[src/rtl/fft_pkg.sv]
// rtl/fft_pkg.sv - shared constants and Karatsuba phase encoding for the twiddle multiplier
package fft_pkg;

    localparam int TWIDDLE_WIDTH_DEFAULT = 10;
    localparam int TWIDDLE_ONE           = 1 << (TWIDDLE_WIDTH_DEFAULT - 1);

    typedef enum logic [1:0] {
        KAR_IDLE = 2'd0,
        KAR_PF   = 2'd1,
        KAR_PR   = 2'd2,
        KAR_PI   = 2'd3
    } kar_phase_e;

    function automatic int clog2(input int value);
        int r;
        r = 0;
        for (int i = 0; i < 31; i++) begin
            if ((1 << i) < value) r = i + 1;
        end
        return r;
    endfunction

endpackage

[src/rtl/mult_add.sv]
// rtl/mult_add.sv - signed multiply-add p = a*b + c, wrapping to P bits
module mult_add #(
    parameter int A = 25,
    parameter int B = 11,
    parameter int C = 35,
    parameter int P = 35
) (
    input  logic signed [A-1:0] a_i,
    input  logic signed [B-1:0] b_i,
    input  logic signed [C-1:0] c_i,
    output logic signed [P-1:0] p_o
);

    logic signed [P-1:0] a_ext;
    logic signed [P-1:0] b_ext;
    logic signed [P-1:0] c_ext;

    assign a_ext = P'(a_i);
    assign b_ext = P'(b_i);
    assign c_ext = P'(c_i);
    assign p_o   = a_ext * b_ext + c_ext;

endmodule

[src/rtl/fft_r22sdf_mul_sched.sv]
// rtl/fft_r22sdf_mul_sched.sv - round-robin shared complex twiddle multiplier, 3-phase Karatsuba
module fft_r22sdf_mul_sched
    import fft_pkg::*;
#(
    parameter int DATA_WIDTH    = 25,
    parameter int TWIDDLE_WIDTH = 10,
    parameter int NLOG2         = 10,
    parameter int NREQ          = 2,
    parameter int IDW           = 1
) (
    input  logic                            clk_i,
    input  logic                            rst_n,
    input  logic [NREQ-1:0]                 req_valid_i,
    output logic [NREQ-1:0]                 req_ready_o,
    input  logic [NREQ*DATA_WIDTH-1:0]      req_x_re_i,
    input  logic [NREQ*DATA_WIDTH-1:0]      req_x_im_i,
    input  logic [NREQ*TWIDDLE_WIDTH-1:0]   req_w_re_i,
    input  logic [NREQ*TWIDDLE_WIDTH-1:0]   req_w_im_i,
    input  logic [NREQ*NLOG2-1:0]           req_ctr_i,
    output logic                            rsp_valid_o,
    output logic [IDW-1:0]                  rsp_id_o,
    output logic [NLOG2-1:0]                rsp_ctr_o,
    output logic signed [DATA_WIDTH-1:0]    z_re_o,
    output logic signed [DATA_WIDTH-1:0]    z_im_o
);

    localparam int BW = TWIDDLE_WIDTH + 1;
    localparam int PW = DATA_WIDTH + TWIDDLE_WIDTH;

    kar_phase_e                       state_q;
    logic [IDW-1:0]                   rr_q, id_q;
    logic signed [DATA_WIDTH-1:0]     x_re_q, x_im_q;
    logic signed [TWIDDLE_WIDTH-1:0]  w_re_q, w_im_q;
    logic [NLOG2-1:0]                 ctr_q;
    logic signed [PW-1:0]             kar_f_q;
    logic signed [DATA_WIDTH-1:0]     kar_r_q;
    logic                             rsp_valid_q;
    logic [IDW-1:0]                   rsp_id_q;
    logic [NLOG2-1:0]                 rsp_ctr_q;
    logic signed [DATA_WIDTH-1:0]     z_re_q, z_im_q;

    logic                             grant_found, accept;
    logic [IDW-1:0]                   grant_id, rr_d;
    logic signed [DATA_WIDTH-1:0]     sel_x_re, sel_x_im;
    logic signed [TWIDDLE_WIDTH-1:0]  sel_w_re, sel_w_im;
    logic [NLOG2-1:0]                 sel_ctr;
    logic signed [DATA_WIDTH-1:0]     mul_a;
    logic signed [BW-1:0]             mul_b;
    logic signed [PW-1:0]             mul_c, mul_p;
    int                               pos;

    // Scan offsets from the rr pointer; the first valid requester wins.
    always_comb begin
        grant_found = 1'b0;
        grant_id    = '0;
        rr_d        = rr_q;
        sel_x_re    = '0;
        sel_x_im    = '0;
        sel_w_re    = '0;
        sel_w_im    = '0;
        sel_ctr     = '0;
        pos         = 0;
        for (int i = 0; i < NREQ; i++) begin
            pos = int'(rr_q) + i;
            if (pos >= NREQ) pos = pos - NREQ;
            for (int k = 0; k < NREQ; k++) begin
                if (!grant_found && (k == pos) && req_valid_i[k]) begin
                    grant_found = 1'b1;
                    grant_id    = IDW'(k);
                    rr_d        = IDW'((k + 1) % NREQ);
                    sel_x_re    = req_x_re_i[k*DATA_WIDTH +: DATA_WIDTH];
                    sel_x_im    = req_x_im_i[k*DATA_WIDTH +: DATA_WIDTH];
                    sel_w_re    = req_w_re_i[k*TWIDDLE_WIDTH +: TWIDDLE_WIDTH];
                    sel_w_im    = req_w_im_i[k*TWIDDLE_WIDTH +: TWIDDLE_WIDTH];
                    sel_ctr     = req_ctr_i[k*NLOG2 +: NLOG2];
                end
            end
        end
    end

    assign accept = grant_found && ((state_q == KAR_IDLE) || (state_q == KAR_PI));

    always_comb begin
        req_ready_o = '0;
        for (int k = 0; k < NREQ; k++) begin
            req_ready_o[k] = accept && (grant_id == IDW'(k));
        end
    end

    // kar_f = (xr-xi)wr; real = xi(wr-wi) + kar_f; imag = xr(wr+wi) - kar_f
    always_comb begin
        mul_a = '0;
        mul_b = '0;
        mul_c = '0;
        case (state_q)
            KAR_PF: begin
                mul_a = x_re_q - x_im_q;
                mul_b = BW'(w_re_q);
            end
            KAR_PR: begin
                mul_a = x_im_q;
                mul_b = BW'(w_re_q) - BW'(w_im_q);
                mul_c = kar_f_q;
            end
            KAR_PI: begin
                mul_a = x_re_q;
                mul_b = BW'(w_re_q) + BW'(w_im_q);
                mul_c = -kar_f_q;
            end
            default: ;
        endcase
    end

    mult_add #(
        .A(DATA_WIDTH),
        .B(BW),
        .C(PW),
        .P(PW)
    ) twiddle_multiply (
        .a_i(mul_a),
        .b_i(mul_b),
        .c_i(mul_c),
        .p_o(mul_p)
    );

    always_ff @(posedge clk_i or negedge rst_n) begin
        if (!rst_n) begin
            state_q     <= KAR_IDLE;
            rr_q        <= '0;
            id_q        <= '0;
            x_re_q      <= '0;
            x_im_q      <= '0;
            w_re_q      <= '0;
            w_im_q      <= '0;
            ctr_q       <= '0;
            kar_f_q     <= '0;
            kar_r_q     <= '0;
            rsp_valid_q <= 1'b0;
            rsp_id_q    <= '0;
            rsp_ctr_q   <= '0;
            z_re_q      <= '0;
            z_im_q      <= '0;
        end else begin
            rsp_valid_q <= 1'b0;
            case (state_q)
                KAR_PF: begin
                    kar_f_q <= mul_p;
                    state_q <= KAR_PR;
                end
                KAR_PR: begin
                    kar_r_q <= mul_p[PW-2:TWIDDLE_WIDTH-1];
                    state_q <= KAR_PI;
                end
                KAR_PI: begin
                    rsp_valid_q <= 1'b1;
                    rsp_id_q    <= id_q;
                    rsp_ctr_q   <= ctr_q;
                    z_re_q      <= kar_r_q;
                    z_im_q      <= mul_p[PW-2:TWIDDLE_WIDTH-1];
                    state_q     <= KAR_IDLE;
                end
                default: state_q <= KAR_IDLE;
            endcase
            if (accept) begin
                state_q <= KAR_PF;
                x_re_q  <= sel_x_re;
                x_im_q  <= sel_x_im;
                w_re_q  <= sel_w_re;
                w_im_q  <= sel_w_im;
                ctr_q   <= sel_ctr;
                id_q    <= grant_id;
                rr_q    <= rr_d;
            end
        end
    end

    assign rsp_valid_o = rsp_valid_q;
    assign rsp_id_o    = rsp_id_q;
    assign rsp_ctr_o   = rsp_ctr_q;
    assign z_re_o      = z_re_q;
    assign z_im_o      = z_im_q;

endmodule

[config.mk]
export PLATFORM = sky130hd
export DESIGN_NAME = fft_r22sdf_mul_sched
export DESIGN_NICKNAME = d
export VERILOG_FILES = /design/src/rtl/fft_pkg.sv /design/src/rtl/mult_add.sv /design/src/rtl/fft_r22sdf_mul_sched.sv
export SDC_FILE = /design/constraint.sdc
export NUM_CORES = 1
export LEC_CHECK = 0
export ABC_AREA = 0
export BUFFER_PORTS_ARGS = -buffer_cell sky130_fd_sc_hd__buf_2
export CAP_MARGIN = 15
export CELL_PAD_IN_SITES_DETAIL_PLACEMENT = 1
export CELL_PAD_IN_SITES_GLOBAL_PLACEMENT = 2
export CORE_ASPECT_RATIO = 1.25
export CORE_UTILIZATION = 39
export DETAILED_ROUTE_END_ITERATION = 12
export HOLD_SLACK_MARGIN = 0.12
export PLACE_DENSITY_LB_ADDON = 0.1
export RECOVER_POWER = 50
export SLEW_MARGIN = 40
export SYNTH_ARGS = -nofsm -noshare
export SYNTH_HDL_FRONTEND = slang
export SYNTH_HIERARCHICAL = 1
export SYNTH_SLANG_ARGS = --single-unit
[constraint.sdc]
create_clock -name clk_i -period 12.1 [get_ports clk_i]
set_clock_uncertainty 0.1 [all_clocks]
set_input_delay 2.42 -clock clk_i [delete_from_list [all_inputs] [get_ports clk_i]]
set_output_delay 2.42 -clock clk_i [all_outputs]
set_load 0.01 [all_outputs]
# Yosys cells after proc, flatten, opt, wreduce, memory -nomap -nowiden
# Index checks and enable logic that the tools add are counted.
# W data, S select, Z words.
[classes]
n_eq_ne = 5
mul = 1
n_mux = 39
reduce_logical = 19
order_cmp = 2
n_bitwise = 1
add_sub_neg = 8
[ops]
columns = ["operator", "count"]
rows = [
  ["$mux W25", 8],
  ["$mux W10", 12],
  ["$pmux W25 S3", 1],
  ["$pmux W35 S2", 1],
  ["$eq A2 B32 Y1 const A", 2],
  ["$logic_not A32 Y1", 2],
  ["$mux W32", 2],
  ["$add A35 B35 Y35", 1],
  ["$mul A25 B11 Y35", 1],
  ["$neg A35 Y35", 1],
  ["$pmux W11 S3", 1],
  ["$sub A25 B25 Y25", 1],
  ["$mux W1", 12],
  ["$add A10 B10 Y11", 1],
  ["$sub A10 B10 Y11", 1],
  ["$logic_and A1 B1 Y1", 10],
  ["$eq A2 B2 Y1 const B", 2],
  ["$pmux W2 S2", 1],
  ["$reduce_bool A4 Y1", 1],
  ["$logic_not A1 Y1", 3],
  ["$sub A1 B2 Y3 const B", 1],
  ["$sub A2 B2 Y3 const B", 1],
  ["$add A1 B1 Y2 const B", 1],
  ["$eq A2 B1 Y1 const B", 1],
  ["7 further kinds", 7],
]
[totals]
inputBits = 164
ff_bits = 206

# Depth between registers and ports, before layout
[depth]
ltp_word = 19
ltp_mapped = 34
depth_no_buf = 31

# Modules after synthesis
# Netlist, hierarchy kept.
[by_module_without_submodules]
columns = ["mod", "instances", "area_each_um2", "cells_each"]
rows = [
  ["fft_r22sdf_mul_sched", 1, 11493.5, 1102],
  ["mult_add", 1, 10595.2, 1230],
]

# Least setup slack after synthesis
# Ideal clock, no wire load.
[synth_path]
path_kind = "reg2reg"
from = "register state_q[0]"
to = "register kar_f_q[26]"
path_buffers = 4
slack_ps = 3716
period_less_slack_ps = 8384
required_ps = 11875
t_arrival_ps = 8159
setup_time_ps = 125
stages_incl_launch_ff = 33
cell_sequence = "dfrtp_1 ha_1 clkbuf_1 clkbuf_1 clkbuf_1 nor2_1 xnor2_1 ha_1 and2_1 a21boi_0 o311a_1 o31ai_1 xnor2_1 a21oi_1 o22ai_1 clkbuf_1 nor2b_1 fa_1 fa_1 fa_1 fa_1 inv_1 fa_1 inv_1 ha_1 a21o_1 a41oi_2 o21ai_1 a221oi_2 o21ai_2 a311oi_1 xnor2_1 mux2_2"
[synth_between]
elab_chain_len = 4
word_cells_on_any_way = 8
cone_classes = "add/sub: 1; mul: 1; eq/ne: 3; mux: 3"
[synth_lines]
columns = ["item", "line", "source"]
rows = [
  ["start, declared", "fft_r22sdf_mul_sched.sv:30", "kar_phase_e state_q;"],
  ["start signal, assigned", "fft_r22sdf_mul_sched.sv:128", "state_q <= KAR_IDLE;"],
  ["start signal, assigned", "fft_r22sdf_mul_sched.sv:148", "state_q <= KAR_PR;"],
  ["start signal, assigned", "fft_r22sdf_mul_sched.sv:152", "state_q <= KAR_PI;"],
  ["$eq A2 B2 Y1 / $eq A2 B1 Y1 (equally long branches)", "fft_r22sdf_mul_sched.sv:95", "case (state_q)"],
  ["$pmux W11 S3 (*)", "fft_r22sdf_mul_sched.sv:95", ""],
  ["net mul_b[10]", "fft_r22sdf_mul_sched.sv:48", "logic signed [BW-1:0] mul_b;"],
  ["$mul A25 B11 Y35 (*)", "mult_add.sv:21", "assign p_o = a_ext * b_ext + c_ext;"],
  ["$add A35 B35 Y35 (*)", "mult_add.sv:21", ""],
  ["net mul_p[26]", "fft_r22sdf_mul_sched.sv:49", "logic signed [PW-1:0] mul_c, mul_p;"],
  ["end signal, assigned", "fft_r22sdf_mul_sched.sv:147", "kar_f_q <= mul_p;"],
  ["end, declared", "fft_r22sdf_mul_sched.sv:35", "logic signed [PW-1:0] kar_f_q;"],
]
# Mark *: on every way through the listed nets, which the timed path passes. The rest lies on a longest branch.
# A chain may end at the register's enable or synchronous reset.

# Worst setup path after layout
[layout_path]
from = "register state_q[1]"
to = "register kar_r_q[24]"
[layout_between]
elab_chain_len = 4
word_cells_on_any_way = 8
cone_classes = "add/sub: 1; mul: 1; eq/ne: 3; mux: 3"
[layout_lines]
columns = ["item", "line", "source"]
rows = [
  ["$eq A2 B2 Y1 / $eq A2 B1 Y1 (equally long branches)", "fft_r22sdf_mul_sched.sv:95", ""],
  ["$pmux W11 S3 (*)", "fft_r22sdf_mul_sched.sv:95", ""],
  ["net mul_b[10]", "fft_r22sdf_mul_sched.sv:48", ""],
  ["$mul A25 B11 Y35 (*)", "mult_add.sv:21", ""],
  ["$add A35 B35 Y35 (*)", "mult_add.sv:21", ""],
  ["net mul_p[33]", "fft_r22sdf_mul_sched.sv:49", ""],
  ["end signal, assigned", "fft_r22sdf_mul_sched.sv:151", "kar_r_q <= mul_p[PW-2:TWIDDLE_WIDTH-1];"],
  ["end, declared", "fft_r22sdf_mul_sched.sv:36", "logic signed [DATA_WIDTH-1:0] kar_r_q;"],
]
# Marks and branches as above.

==> Implementation_results.wiki <==
{| class="wikitable"
! Metric !! Value
|-
| Result of the run || finished, violations left
|-
| Violations in the final reports || capacitance limit, slew limit
|-
| Arrival time reported for the critical path endpoint || between 10000 and 15000 ps
|-
| Remaining global-route overflow || 0
|-
| Final Net Count || ~3000
|-
| DP Wirelength || slightly above 50000 um
|-
| Antenna violations before repair || 1
|-
| IO Count || around 230
|-
| Crit Path Class || flip-flop to flip-flop
|-
| Worst slew slack as a fraction of its limit || -1.40
|-
| Cell repeated most along the worst path || sky130_fd_sc_hd__fa_1
|-
| Number of global-route vias before repair || 19100
|-
| Die extent in x || about 210 um
|-
| Vias post-DR || 17000
|-
| Total Routed Length || around 66000 um
|-
| Number of placement rows || 96
|-
| Total clock buffers created by CTS || 22
|-
| Total negative slack for setup checks || 0 ps
|-
| Placement-stage worst setup slack || around 2800 ps
|-
| Count of hold buffers inserted by post-cts repair || 0
|-
| Htree depth || 1
|-
| DRT iter0 DRCs || about 760
|-
| Commonest non-fill, non-tap cell in the layout || sky130_fd_sc_hd__inv_1
|-
| Post-Syn Nets || roughly 2900
|-
| Starting density of the core || 0.396
|-
| Core ar. || 55000 um2
|-
| Clock latency on the worst-skew pair || ~530 ps
|-
| Post-CTS setup buffers || 0
|-
| Kind of end point of the critical path || flip-flop
|-
| Area of the mapped netlist || roughly 22000 um2
|-
| Warnings, synthesis || 6
|-
| Post-cts gate resize count || 0
|-
| Chip height || approximately 270 um
|-
| Reg clk slew, reported paths || around 60 ps
|-
| Number of clock sinks || slightly above 200
|-
| Slew at the pin closest to its max-slew limit || about 3600 ps
|-
| Post-synthesis area per instance || 9.49 um2
|-
| Worst-case setup margin in the final layout || a little under 2000 ps
|-
| RSZ-0062 raised after global routing || no
|-
| Number of vias per cell || 5.27
|-
| CP Data Required Time || 12470 ps
|-
| Number of failing setup endpoints in the final timing report || 0
|-
| Final Max Tran Viols || 337
|-
| Slowest cell on the critical path || sky130_fd_sc_hd__clkbuf_1
|-
| Aggregate global-route resource usage || 0.244
|-
| Clock tree buffer depth || 3
|-
| Largest net degree at the start of global routing || 94
|-
| Startpoint type of the worst setup path || flip-flop
|-
| Final critical delay including setup and external delays || a little over 10000 ps
|-
| Post-route clock period utilization || 0.838
|-
| Fraction of final layout cells with drive strength greater than 1 || 0.176
|-
| Global-route wire length before repair || 107000 um
|-
| Number of maximum-capacitance violations || 5
|-
| Per-cell routed wire length || 20.5 um
|-
| Fmax || roughly 99 MHz
|-
| Total Die Area || approximately 57000 um2
|-
| Clock tree from TritonCTS || yes
|-
| Number of iterations in the first detailed-routing pass || 5
|-
| Port buffer count || 227
|-
| Antenna-violating nets left || 0
|-
| Worst min path class || flip-flop to flip-flop
|-
| Drt drc || 0
|-
| Gate count of the mapped netlist || around 2300
|-
| Max stage delay on crit path || 1440 ps
|-
| Count of final hold-check violations || 0
|-
| Most used cells in the layout excluding fill and tap cells || 415 x sky130_fd_sc_hd__inv_1, 279 x sky130_fd_sc_hd__nand2_1, 274 x sky130_fd_sc_hd__fa_1
|-
| Routability cong. || approximately 0.86
|-
| Area growth from synthesis to layout || 12.4%
|-
| Maximum fanout along the worst path || 37
|-
| Cell at the root of the clock tree || sky130_fd_sc_hd__clkbuf_16
|}
[final timing paths]
path | from | end | slack [ps] | cells past startpoint
worst max-delay path | state_q[1]$_DFF_PN0_ | kar_r_q[24]$_DFFE_PN0P_ | 1970 | 28
worst min-delay path | ctr_q[7]$_DFFE_PN0P_ | ctr_q[7]$_DFFE_PN0P_ | 380 | 2
worst max register to register | state_q[1]$_DFF_PN0_ | kar_r_q[24]$_DFFE_PN0P_ | 1970 | 28
worst min register to register | ctr_q[7]$_DFFE_PN0P_ | ctr_q[7]$_DFFE_PN0P_ | 380 | 2
max in group asynchronous | rst_n | kar_f_q[8]$_DFFE_PN0P_ | 4190 | 3
min in group asynchronous | rst_n | x_re_q[19]$_DFFE_PN0P_ | 2980 | 1
[per-stage QoR]
stage / std cells / util / hold slack (ps) / area [um2]
after global placement: 3175 / 0.432 / 356 / 23700
after CTS: 3217 / 0.447 / 381 / 24600
after global routing: 3218 / 0.446 / 394 / 24500
after floorplan: 2299 / - / 344 / 21800
final: 3219 / 0.446 / 376 / 24500
after detailed placement: 3178 / 0.433 / 365 / 23800
[final cells by class]
cell class                      count  area (um2)
Tap cell                          735         920
Multi-Input combinational cell   1550       14600
Sequential cell                   205        5130
Clock buffer                       26         607
Fill cell                        6483       30500
Clock inverter                     13         206
Timing Repair Buffer              274        1450
Inverter                          415        1560
Antenna cell                        1        2.50
[sequential cells by signal, summed over array words and instances, names as in the netlist, 2 cells and up]
signal and flops:
x_im_q 25, kar_r_q 25, state_q 2, w_re_q 10, z_re_o 25, w_im_q 10
z_im_o 25, kar_f_q 34, ctr_q 10, rsp_ctr_o 10, x_re_q 25
[layer usage]
metal	track usage	share of wire
met5	0	0
met4	0.0637	0.024
met3	0.0248	0.034
met2	0.425	0.50
met1	0.320	0.44
[worst max-delay path, delay by kind of cell (launching register included)]
family / cells / cell delay (ps)
AO/OA/AOI/OAI: 7 / 2200
adder cells (fa/ha/maj): 8 / 3480
XOR/XNOR: 2 / 420
AND/OR/NAND/NOR: 5 / 1120
flip-flops: 1 / 400
buffers and inverters: 5 / 2110
multiplexers: 1 / 250
Power is left out: the tool's default activity adds up to more than one toggle a clock period on the data nets, which glitch-free logic cannot reach.
